File: src/rtl/seg7_pkg.sv
// seg7_pkg: shared definitions for the multiplexed 7-segment display blocks.
//   SEG_CODES : active-low segment patterns for hex digits 0..F ([7]=dp off, [6:0]=g..a)
//   SEG_OFF   : all segments dark
//   scan_state_t : scan controller state encoding
//   idx_width : width of a digit index, never less than 1
package seg7_pkg;

  // Element n is the code for nibble n (packed, so element 15 is written first).
  localparam logic [15:0][7:0] SEG_CODES = {
    8'h8E, 8'h86, 8'hA1, 8'hC6, 8'h83, 8'h88, 8'h90, 8'h80,
    8'hF8, 8'h82, 8'h92, 8'h99, 8'hB0, 8'hA4, 8'hF9, 8'hC0
  };

  localparam logic [7:0] SEG_OFF = 8'hFF;

  // SCAN_WAIT: after reset, outputs dark until the first prescaler tick.
  // SCAN_RUN : digits are being scanned.
  typedef enum logic {
    SCAN_WAIT = 1'b0,
    SCAN_RUN  = 1'b1
  } scan_state_t;

  function automatic int idx_width(input int n);
    return (n <= 2) ? 1 : $clog2(n);
  endfunction

endpackage

File: src/rtl/seg7_hex_decode.sv
// seg7_hex_decode: combinational hex nibble to active-low 7-segment decoder.
//   nibble : input  [3:0] hex value
//   seg    : output [6:0] active-low segments g..a
module seg7_hex_decode
  import seg7_pkg::*;
(
  input  logic [3:0] nibble,
  output logic [6:0] seg
);

  logic [7:0] code;

  always_comb begin
    code = SEG_CODES[nibble];
    seg  = code[6:0];
  end

endmodule

File: src/rtl/seg7_scan_ctrl.sv
// seg7_scan_ctrl: multiplexed 7-segment scanner with shadow/active registers,
// per-digit decimal points, PWM brightness and frame-synchronous update.
//
// Ports:
//   clk        : system clock
//   reset      : asynchronous, active-high reset
//   cs         : write strobe; samples data_in, dp_in, bright into the shadow
//   data_in    : [4*NUM_DIGITS-1:0] hex nibbles, digit i = data_in[4i+3:4i]
//   dp_in      : [NUM_DIGITS-1:0] decimal points, 1 = lit
//   bright     : [PWM_BITS-1:0] brightness code, all-ones = 100% duty
//   seg_out    : [7:0] active-low segments, [7] = dp, [6:0] = g..a
//   sel_out    : [NUM_DIGITS-1:0] active-low digit select
//   frame_done : one-cycle pulse the clk after each frame wrap
//
// Handshake: cs is a single-cycle strobe with no ready; every cycle it is high
// is a write, and the last write before a frame wrap is the one displayed.
//
// Build option: define SEG7_LZ_BLANK_EN to blank leading zero digits
// (digit 0 is never blanked).
//
// PWM_BITS must be less than DIV_BITS.
module seg7_scan_ctrl
  import seg7_pkg::*;
#(
  parameter int NUM_DIGITS = 8,
  parameter int DIV_BITS   = 15,
  parameter int PWM_BITS   = 3
) (
  input  logic                    clk,
  input  logic                    reset,
  input  logic                    cs,
  input  logic [4*NUM_DIGITS-1:0] data_in,
  input  logic [NUM_DIGITS-1:0]   dp_in,
  input  logic [PWM_BITS-1:0]     bright,
  output logic [7:0]              seg_out,
  output logic [NUM_DIGITS-1:0]   sel_out,
  output logic                    frame_done
);

  localparam int              IDX_W    = idx_width(NUM_DIGITS);
  localparam logic [IDX_W-1:0] LAST_IDX = IDX_W'(NUM_DIGITS - 1);

  // ---------------- prescaler ----------------
  logic [DIV_BITS-1:0] prescaler;
  logic                tick;

  assign tick = &prescaler;

  always_ff @(posedge clk or posedge reset) begin
    if (reset) prescaler <= '0;
    else       prescaler <= prescaler + 1'b1;
  end

  // ---------------- scan FSM ----------------
  scan_state_t      state_q, state_d;
  logic [IDX_W-1:0] idx_q, idx_d;
  logic             wrap;

  always_ff @(posedge clk or posedge reset) begin
    if (reset) begin
      state_q <= SCAN_WAIT;
      idx_q   <= '0;
    end else begin
      state_q <= state_d;
      idx_q   <= idx_d;
    end
  end

  // The first tick after reset only starts the scan so digit 0 gets a full slot.
  always_comb begin
    state_d = state_q;
    idx_d   = idx_q;
    wrap    = 1'b0;
    case (state_q)
      SCAN_WAIT: begin
        if (tick) state_d = SCAN_RUN;
      end
      SCAN_RUN: begin
        if (tick) begin
          if (idx_q == LAST_IDX) begin
            idx_d = '0;
            wrap  = 1'b1;
          end else begin
            idx_d = idx_q + 1'b1;
          end
        end
      end
      default: state_d = SCAN_WAIT;
    endcase
  end

  // ---------------- shadow / active registers ----------------
  logic [4*NUM_DIGITS-1:0] sh_data, act_data;
  logic [NUM_DIGITS-1:0]   sh_dp, act_dp;
  logic [PWM_BITS-1:0]     sh_bright, bright_act;
  logic                    pending;

  // A write coinciding with the wrap lands in the shadow only; the active set
  // takes the previous shadow, and the new value waits for the next wrap.
  always_ff @(posedge clk or posedge reset) begin
    if (reset) begin
      sh_data    <= '0;
      sh_dp      <= '0;
      sh_bright  <= '0;
      act_data   <= '0;
      act_dp     <= '0;
      bright_act <= '1;
      pending    <= 1'b0;
    end else begin
      if (wrap && pending) begin
        act_data   <= sh_data;
        act_dp     <= sh_dp;
        bright_act <= sh_bright;
      end
      if (cs) begin
        sh_data   <= data_in;
        sh_dp     <= dp_in;
        sh_bright <= bright;
        pending   <= 1'b1;
      end else if (wrap) begin
        pending <= 1'b0;
      end
    end
  end

  always_ff @(posedge clk or posedge reset) begin
    if (reset) frame_done <= 1'b0;
    else       frame_done <= wrap;
  end

  // ---------------- leading-zero blanking ----------------
  logic [NUM_DIGITS-1:0] blank;

`ifdef SEG7_LZ_BLANK_EN
  logic tail_zero;

  // Walk from the most significant digit down; a digit is blank while every
  // digit at or above it is a zero nibble with its dp dark.
  always_comb begin
    blank     = '0;
    tail_zero = 1'b1;
    for (int i = NUM_DIGITS - 1; i >= 0; i--) begin
      tail_zero = tail_zero && (act_data[4*i +: 4] == 4'h0) && !act_dp[i];
      blank[i]  = (i > 0) && tail_zero;
    end
  end
`else
  assign blank = '0;
`endif

  // ---------------- output path ----------------
  logic [3:0]            nibble;
  logic [6:0]            dec_seg;
  logic                  pwm_on;
  logic [7:0]            seg_d;
  logic [NUM_DIGITS-1:0] sel_d;

  assign nibble = act_data[{idx_q, 2'b00} +: 4];
  assign pwm_on = (prescaler[DIV_BITS-1 -: PWM_BITS] <= bright_act);

  seg7_hex_decode u_decode (
    .nibble (nibble),
    .seg    (dec_seg)
  );

  // While the PWM phase is off only the select is released; segments hold.
  always_comb begin
    seg_d = seg_out;
    sel_d = '1;
    if (state_q == SCAN_RUN && pwm_on) begin
      sel_d[idx_q] = 1'b0;
      seg_d        = blank[idx_q] ? SEG_OFF : {~act_dp[idx_q], dec_seg};
    end
  end

  always_ff @(posedge clk or posedge reset) begin
    if (reset) begin
      seg_out <= SEG_OFF;
      sel_out <= '1;
    end else begin
      seg_out <= seg_d;
      sel_out <= sel_d;
    end
  end

endmodule

File: config.mk
export PLATFORM = sky130hd
export DESIGN_NAME = seg7_scan_ctrl
export DESIGN_NICKNAME = d
export VERILOG_FILES = /design/src/rtl/seg7_pkg.sv /design/src/rtl/seg7_hex_decode.sv /design/src/rtl/seg7_scan_ctrl.sv
export SDC_FILE = /design/constraint.sdc
export NUM_CORES = 1
export LEC_CHECK = 0
export ABC_CLOCK_PERIOD_IN_PS = 3900
export CORE_MARGIN = 2
export CORE_UTILIZATION = 50
export CTS_CLUSTER_SIZE = 12
export DETAILED_ROUTE_END_ITERATION = 16
export GPL_TIMING_DRIVEN = 0
export PLACE_DENSITY = 0.8
export SLEW_MARGIN = 20
export SYNTH_ARGS = -nofsm -noshare
export SYNTH_HDL_FRONTEND = slang
export SYNTH_SLANG_ARGS = --single-unit
File: constraint.sdc
create_clock -name clk -period 3.9 [get_ports clk]
set_clock_uncertainty 0.1 [all_clocks]
set_input_delay 0.78 -clock clk [delete_from_list [all_inputs] [get_ports clk]]
set_output_delay 0.78 -clock clk [all_outputs]
set_load 0.01 [all_outputs]
==> results of run 1 <==
area by class of cell:
| cell class | count | area [sq um] | share of cell area [%] |
|---|---|---|---|
| flip-flops and latches | 123 | 3100 | 45.9 |
| multi-input cells | 199 | 2030 | 30.0 |
| well taps | 136 | 170 | 2.52 |
| inverters | 12 | 48.8 | 0.722 |
| repair buffers | 65 | 698 | 10.3 |
| clock buffers | 24 | 480 | 7.10 |
| clock inverters | 8 | 140 | 2.07 |
| plain buffers | 19 | 93.8 | 1.39 |
kinds of logic after synthesis:
group | share of synthesized area (%)
flip-flops | 58.9
multiplexers | 26.9
AND/OR/NAND/NOR | 5.06
buffers and inverters | 2.64
XOR/XNOR | 2.33
AO/OA/AOI/OAI | 1.66
adder cells (fa/ha/maj) | 2.61
cell usage after synthesis:
master and n:
dfrtp_1 104, nand3_1 10, o21ai_1 1, buf_6 1
clkbuf_1 5, nand4b_1 3, xnor2_1 10, mux2i_1 12
nor2_1 6, nand4_1 4, nand3b_1 1, o221ai_1 1
a31o_2 1, xor2_1 4, nand2_1 7, nor3_2 1
o31ai_1 1, or4b_2 2, a222oi_1 1, ha_1 11
a21o_1 1, inv_1 12, and3_1 3, o21a_1 1
a21oi_1 4, nor2b_1 2, buf_1 5, and2_1 2
buf_2 6, o22ai_1 2, buf_4 2, dfstp_2 19
mux4_2 10, mux2_2 65, and4_1 2, mux2_1 30
nand3_4 1
per-stage QoR:
step	util (%)	setup WS [ps]
floorplan	-	1490
global placement	58.9	488
detailed placement	59.8	970
CTS	65.8	932
global route	65.8	684
finish	65.8	904
registers in the layout, indices dropped and copies added, names as in the netlist:
name and count:
act_data 32, sh_data 32, prescaler 15, act_dp 8, seg_out 8, sel_out 8, sh_dp 8, bright_act 3
idx_q 3, sh_bright 3, frame_done 1, pending 1, state_q 1
power by group through the flow:
stage / Clock, mW / Sequential, mW / Combinational [mW]
6_report: 1.63 / 1.35 / 0.140
5_1_grt: 1.71 / 1.35 / 0.154
4_1_cts: 1.66 / 1.35 / 0.143
3_5_place_dp: 0 / 1.37 / 0.142
3_3_place_gp: 0 / 1.37 / 0.127
2_1_floorplan: 0 / 1.36 / 0.0728
per-layer routing:
metal / global-route usage (%) / vias up
met3: 4.80 / 14
met2: 33.2 / 70
met5: 0 / -
met4: 7.24 / 0
li1: - / 1436
met1: 22.9 / 1565
path summary, 6_finish.rpt:
| kind | cells after the start | endpoint | startpoint | slack [ps] |
|---|---|---|---|---|
| min reg2reg | 1 | act_data[22]$_DFFE_PP0P_ | sh_data[22]$_DFFE_PP0P_ | 380 |
| min in group asynchronous | 2 | sh_data[9]$_DFFE_PP0P_ | reset | 450 |
| max | 9 | seg_out[0]$_DFFE_PP1P_ | idx_q[1]$_DFFE_PP0P_ | 900 |
| max reg2reg | 9 | seg_out[0]$_DFFE_PP1P_ | idx_q[1]$_DFFE_PP0P_ | 900 |
| min | 1 | act_data[22]$_DFFE_PP0P_ | sh_data[22]$_DFFE_PP0P_ | 380 |
| max in group asynchronous | 4 | seg_out[3]$_DFFE_PP1P_ | reset | 2510 |
==> qor.yml, run 1 <==
clock_path_buffers: 2
power.internal_mw: 2.51
critical-path-max-stage-delay_ps: 520
ant_nets: 0
gp_congestion: 0.769
drive_above_1_share_pct: 31.6
dp_hpwl_mm: 6.71
wl_met1_mm: 4.16
ys_ff_latch: 123
crit_type: "register to register"
path_buf_inv: 3
hold_class: "register to register"
die_w_um: 107
syn_to_final_growth_pct: 28.3
rows: 37
grt_max_degree: 35
synthTopCellsByArea: "dfrtp_1 49%, mux2_2 14%, dfstp_2 9.5%, mux2_1 6.4%, mux4_2 4.3%"
final_cell_area_sq_um: 6760
wire_per_inst_um: 16.6
dieArea_sq_um: 11400
final_common_cell: "dfrtp_1"
most-common-layout-cells: "104 x dfrtp_1, 65 x mux2_2, 61 x clkdlybuf4s50_1"
whs_ps: 379
slew_headroom_pct: 56.3
synth_top_area_share_pct: 49.4
cts_tree: "built"
wl_met3_um: 379
p_leak_nw: 3.07
synth.distinct_cells: 37
cp.required_ps: 4230
dr_wl_met2_mm: 5.07
root_buffer: "clkbuf_8"
combinationalPowerShare_pct: 4.5
p_clk_share_pct: 52.2
antennaDiodeCount: 0
clk_latency_ps: 510
synthesis.area_sq_um: 5270
core_area_sq_um: 10300
p_seq_share_pct: 43.3
drcViolationCount: 0
cp_slowest_cell: "clkbuf_1"
peakVddDrop_uv: 373
fin_cells: 586
dp_cells: 554
yosys_warnings: 0
rsz0062_at_grt: "false"
via_per_inst: 5.26
finalSetupTns_ps: 0
cts_setup_buffers: 0
grt_pass1_vias: 3401
maxCapViolCount: 0
grt-ovfl-total: 0
wirelength_mm: 9.73
cp-end-kind: "register"
cts-hold-fix-buffers: 0
die_h_um: 107
cts_made_buffers: 17
maxSlewViolCount: 0
grt_pass1_wl_mm: 16.5
crit_family: "multiplexers"
status: "completed"
antenna_found_initial: 0
clk_pin_slew_ps: 50
nFillCells: 740
swShare_pct: 19.3
first_pass_iters: 4
synth_area_per_cell_sq_um: 14.9
final.min_clock_period_ps: 3000
netlist_instances: 353
pin_count: 63
tightest_slew_ps: 655
netSwitchingPower_uw: 601
ys_seq_area_share_pct: 58.9
cts_resized: 0
p_total_mw: 3.11
port_buffers: 61
start_util_pct: 51.3
powerDensity_nw_per_um2: 460
setup_viol: 0
top_layer_used: "met4"
clock-sinks: 123
placedInstanceArea_sq_um: 6140
htreeDepth: 4
finalHoldViolCount: 0
cp.arrival_ps: 3330
fmax_ghz: 0.334
worstPathCellList: "clkbuf_1, mux4_2, mux2i_1, inv_1, ha_1, inv_1, nor2_1, a222oi_1, a21oi_1"
finalCritPeriodShare_pct: 76.8
yosysTopAreaCell: "dfrtp_1"
drtIter0Drc: 137
fin_nets: 494
synth_nets: 410
path_common_cell: "inv_1"
cp_max_fo: 10
vias: 3085
cp-start-kind: "register"
grt.total_usage_pct: 19.1
(Power assumes the default switching activity.)
==> run 2, diff against run 1 <==
Settings changed: ABC_CLOCK_PERIOD_IN_PS 3900 to 3000, CORE_UTILIZATION 50 to 55, PLACE_DENSITY 0.8 to 0.83.
Clock period 3.9 ns to 3 ns, I/O delays scaled along.
==> run 2 against run 1 <==
Compared with the run above: clock power rose by 22%; die area fell by 8.8%; flip-flop and latch count did not move; routed wire length rose by 1.1%; fmax rose by 7.3%; hold slack got worse by 59 ps; final area fell by 0.61%; via count rose by 0.29%; sequential power rose by 30%; critical path type unchanged; largest power group unchanged.
==> qor.yml, run 2 (synthesis gave the netlist of run 1 again) <==
status: "completed"  # unchanged
ant_nets: 0  # unchanged
r2r_end: "seg_out[2]$_DFFE_PP1P_"  # was seg_out[0]$_DFFE_PP1P_
root_buffer: "clkbuf_8"  # unchanged
drtIter0Drc: 120  # was 137
cts_tree: "built"  # unchanged
dp_hpwl_mm: 6.76  # was 6.71 mm
crit_family: "buffers and inverters"  # was multiplexers
slew_headroom_pct: 59.8  # was 56.3%
p_total_mw: 3.92  # was 3.11 mW
clock_path_buffers: 2  # unchanged
dieArea_sq_um: 10400  # was 11400 sq um
syn_to_final_growth_pct: 27.5  # was 28.3%
setup_viol: 0  # unchanged
nFillCells: 595  # was 740
grt.met2_usage_pct: 36.0  # was 33.2%
final.min_clock_period_ps: 2790  # was 3000 ps
maxCapViolCount: 0  # unchanged
grt_use_met3_pct: 4.79  # was 4.80%
powerDensity_nw_per_um2: 583  # was 460 nW/um^2
placedInstanceArea_sq_um: 6130  # was 6140 sq um
multi_input_area_sq_um: 2030  # unchanged
rrSetupSlack_ps: 210  # was 900 ps
via_per_inst: 5.34  # was 5.26
port_buffers: 61  # unchanged
gp_congestion: 0.797  # was 0.769
final_common_cell: "dfrtp_1"  # unchanged
finalHoldViolCount: 0  # unchanged
pin_count: 63  # unchanged
die_w_um: 102  # was 107 um
peakVddDrop_uv: 356  # was 373 uV
grt-ovfl-total: 0  # unchanged
dp_slack_ps: 189  # was 970 ps
cts-hold-fix-buffers: 0  # unchanged
core_area_sq_um: 9280  # was 10300 sq um
grt_pass1_wl_mm: 16.9  # was 16.5 mm
cts_setup_buffers: 0  # unchanged
grt-busiest-layer: "met2"  # unchanged
start_util_pct: 56.8  # was 51.3%
worstPathCellList: "inv_1, ha_1, nor2b_1, o21a_1, o21ai_1, and2_1, clkbuf_1, buf_2, mux2_2"  # was clkbuf_1, mux4_2, mux2i_1, inv_1, ha_1, inv_1, nor2_1, a222oi_1, a21oi_1
wire_per_inst_um: 17.0  # was 16.6 um
cts_made_buffers: 17  # unchanged
finalWorstSetupSlack_ps: 207  # was 904 ps
critical-path-max-stage-delay_ps: 530  # was 520 ps
grt_pass1_vias: 3440  # was 3401
most-common-layout-cells: "104 x dfrtp_1, 65 x mux2_2, 61 x clkdlybuf4s50_1"  # unchanged
drive_above_1_share_pct: 32.4  # was 31.6%
final_cell_area_sq_um: 6720  # was 6760 sq um
antenna_found_initial: 0  # unchanged
rsz0062_at_grt: "false"  # unchanged
worst_r2r_path_depth: 9  # unchanged
rows: 35  # was 37
antennaDiodeCount: 0  # unchanged
clk_pin_slew_ps: 70  # was 50 ps
fmax_ghz: 0.358  # was 0.334 GHz
r2r_start: "bright_act[1]$_DFFE_PP1P_"  # was idx_q[1]$_DFFE_PP0P_
grt_util_met1_pct: 28.5  # was 22.9%
tightest_slew_ps: 604  # was 655 ps
crit_end: "seg_out[2]$_DFFE_PP1P_"  # was seg_out[0]$_DFFE_PP1P_
crit_cells: 9  # unchanged
startpoint: "bright_act[1]$_DFFE_PP1P_"  # was idx_q[1]$_DFFE_PP0P_
p_leak_nw: 3.05  # was 3.07 nW
vias: 3094  # was 3085
fin_nets: 494  # unchanged
grt.total_usage_pct: 22.0  # was 19.1%
cp-start-kind: "register"  # unchanged
wirelength_mm: 9.84  # was 9.73 mm
maxSlewViolCount: 0  # unchanged
cp_slowest_cell: "dfstp_2"  # was clkbuf_1
seqCellArea_sq_um: 3100  # unchanged
drcViolationCount: 0  # unchanged
clk_latency_ps: 520  # was 510 ps
crit_type: "register to register"  # unchanged
cp_max_fo: 10  # unchanged
die_h_um: 102  # was 107 um
finalCritPeriodShare_pct: 93.1  # was 76.8%
cp.arrival_ps: 3130  # was 3330 ps
clock-sinks: 123  # unchanged
cp.required_ps: 3340  # was 4230 ps
first_pass_iters: 4  # unchanged
cp-end-kind: "register"  # unchanged
grt_max_degree: 34  # was 35
htreeDepth: 4  # unchanged
hold_class: "primary input to asynchronous set/reset pin"  # was register to register
reg_top3: "act_data: 32 flops, sh_data: 32 flops, prescaler: 15 flops"  # unchanged
path_buf_inv: 3  # unchanged
cts_resized: 0  # unchanged
## run 2: cell types whose count changed in the layout (fill, tap and decap cells not counted), moves of 2 or more
cell and change:
inv_6 +6, clkbuf_1 -4, clkbuf_8 -4, clkinv_2 -4, bufinv_16 -3, inv_8 +3
clkinv_8 +2, clkinvlp_4 +2
## run 2: area by class of cell
type	instances	area share (%)
Tap cell	129	2.40
Sequential cell	123	46.1
Timing Repair Buffer	65	10.4
Clock buffer	17	6.16
Multi-Input combinational cell	199	30.2
Buffer	19	1.41
Clock inverter	15	2.57
Inverter	12	0.726
## run 2: how the worst min path moves through the flow
stage	start	endpoint	slack [ps]	cells after the start
after floorplan	prescaler[11]$_DFF_PP0_	prescaler[11]$_DFF_PP0_	350	1
after global placement	sh_data[29]$_DFFE_PP0P_	act_data[29]$_DFFE_PP0P_	360	1
after detailed placement	sh_data[18]$_DFFE_PP0P_	act_data[18]$_DFFE_PP0P_	370	1
after CTS	reset	sh_data[20]$_DFFE_PP0P_	310	2
after global routing	reset	sh_data[22]$_DFFE_PP0P_	330	2
final	reset	sh_data[30]$_DFFE_PP0P_	320	2
## run 2: stage by stage
step / TNS (ps) / hold WS (ps) / util (%) / instances
after floorplan: 0 / 351 / - / 353
after global placement: -21650 / 361 / 65.1 / 543
after detailed placement: 0 / 372 / 66.1 / 547
after CTS: 0 / 306 / 72.4 / 579
after global routing: 0 / 332 / 72.4 / 579
final: 0 / 320 / 72.4 / 579
## run 2: where the power goes
| group | switching, mW | internal (mW) | total [mW] |
|---|---|---|---|
| combinational | 0.0691 | 0.114 | 0.183 |
| clock | 0.843 | 1.14 | 1.99 |
| sequential | 0.0303 | 1.72 | 1.75 |
## run 2: routing by layer
metal | wire, um | share of wire, % | vias to the layer above
met5 | 0 | 0 | -
met4 | 172 | 1.7 | 0
met3 | 324 | 3.3 | 14
met2 | 5220 | 53 | 65
met1 | 4120 | 42 | 1577
li1 | - | - | 1438
==> run 3, diff against run 2 <==
Settings changed: CTS_CLUSTER_DIAMETER from default to 30, HOLD_SLACK_MARGIN from default to 0.12.
==> results of run 3 <==
The final DEF is identical to that of run 2; final timing and power are the same.
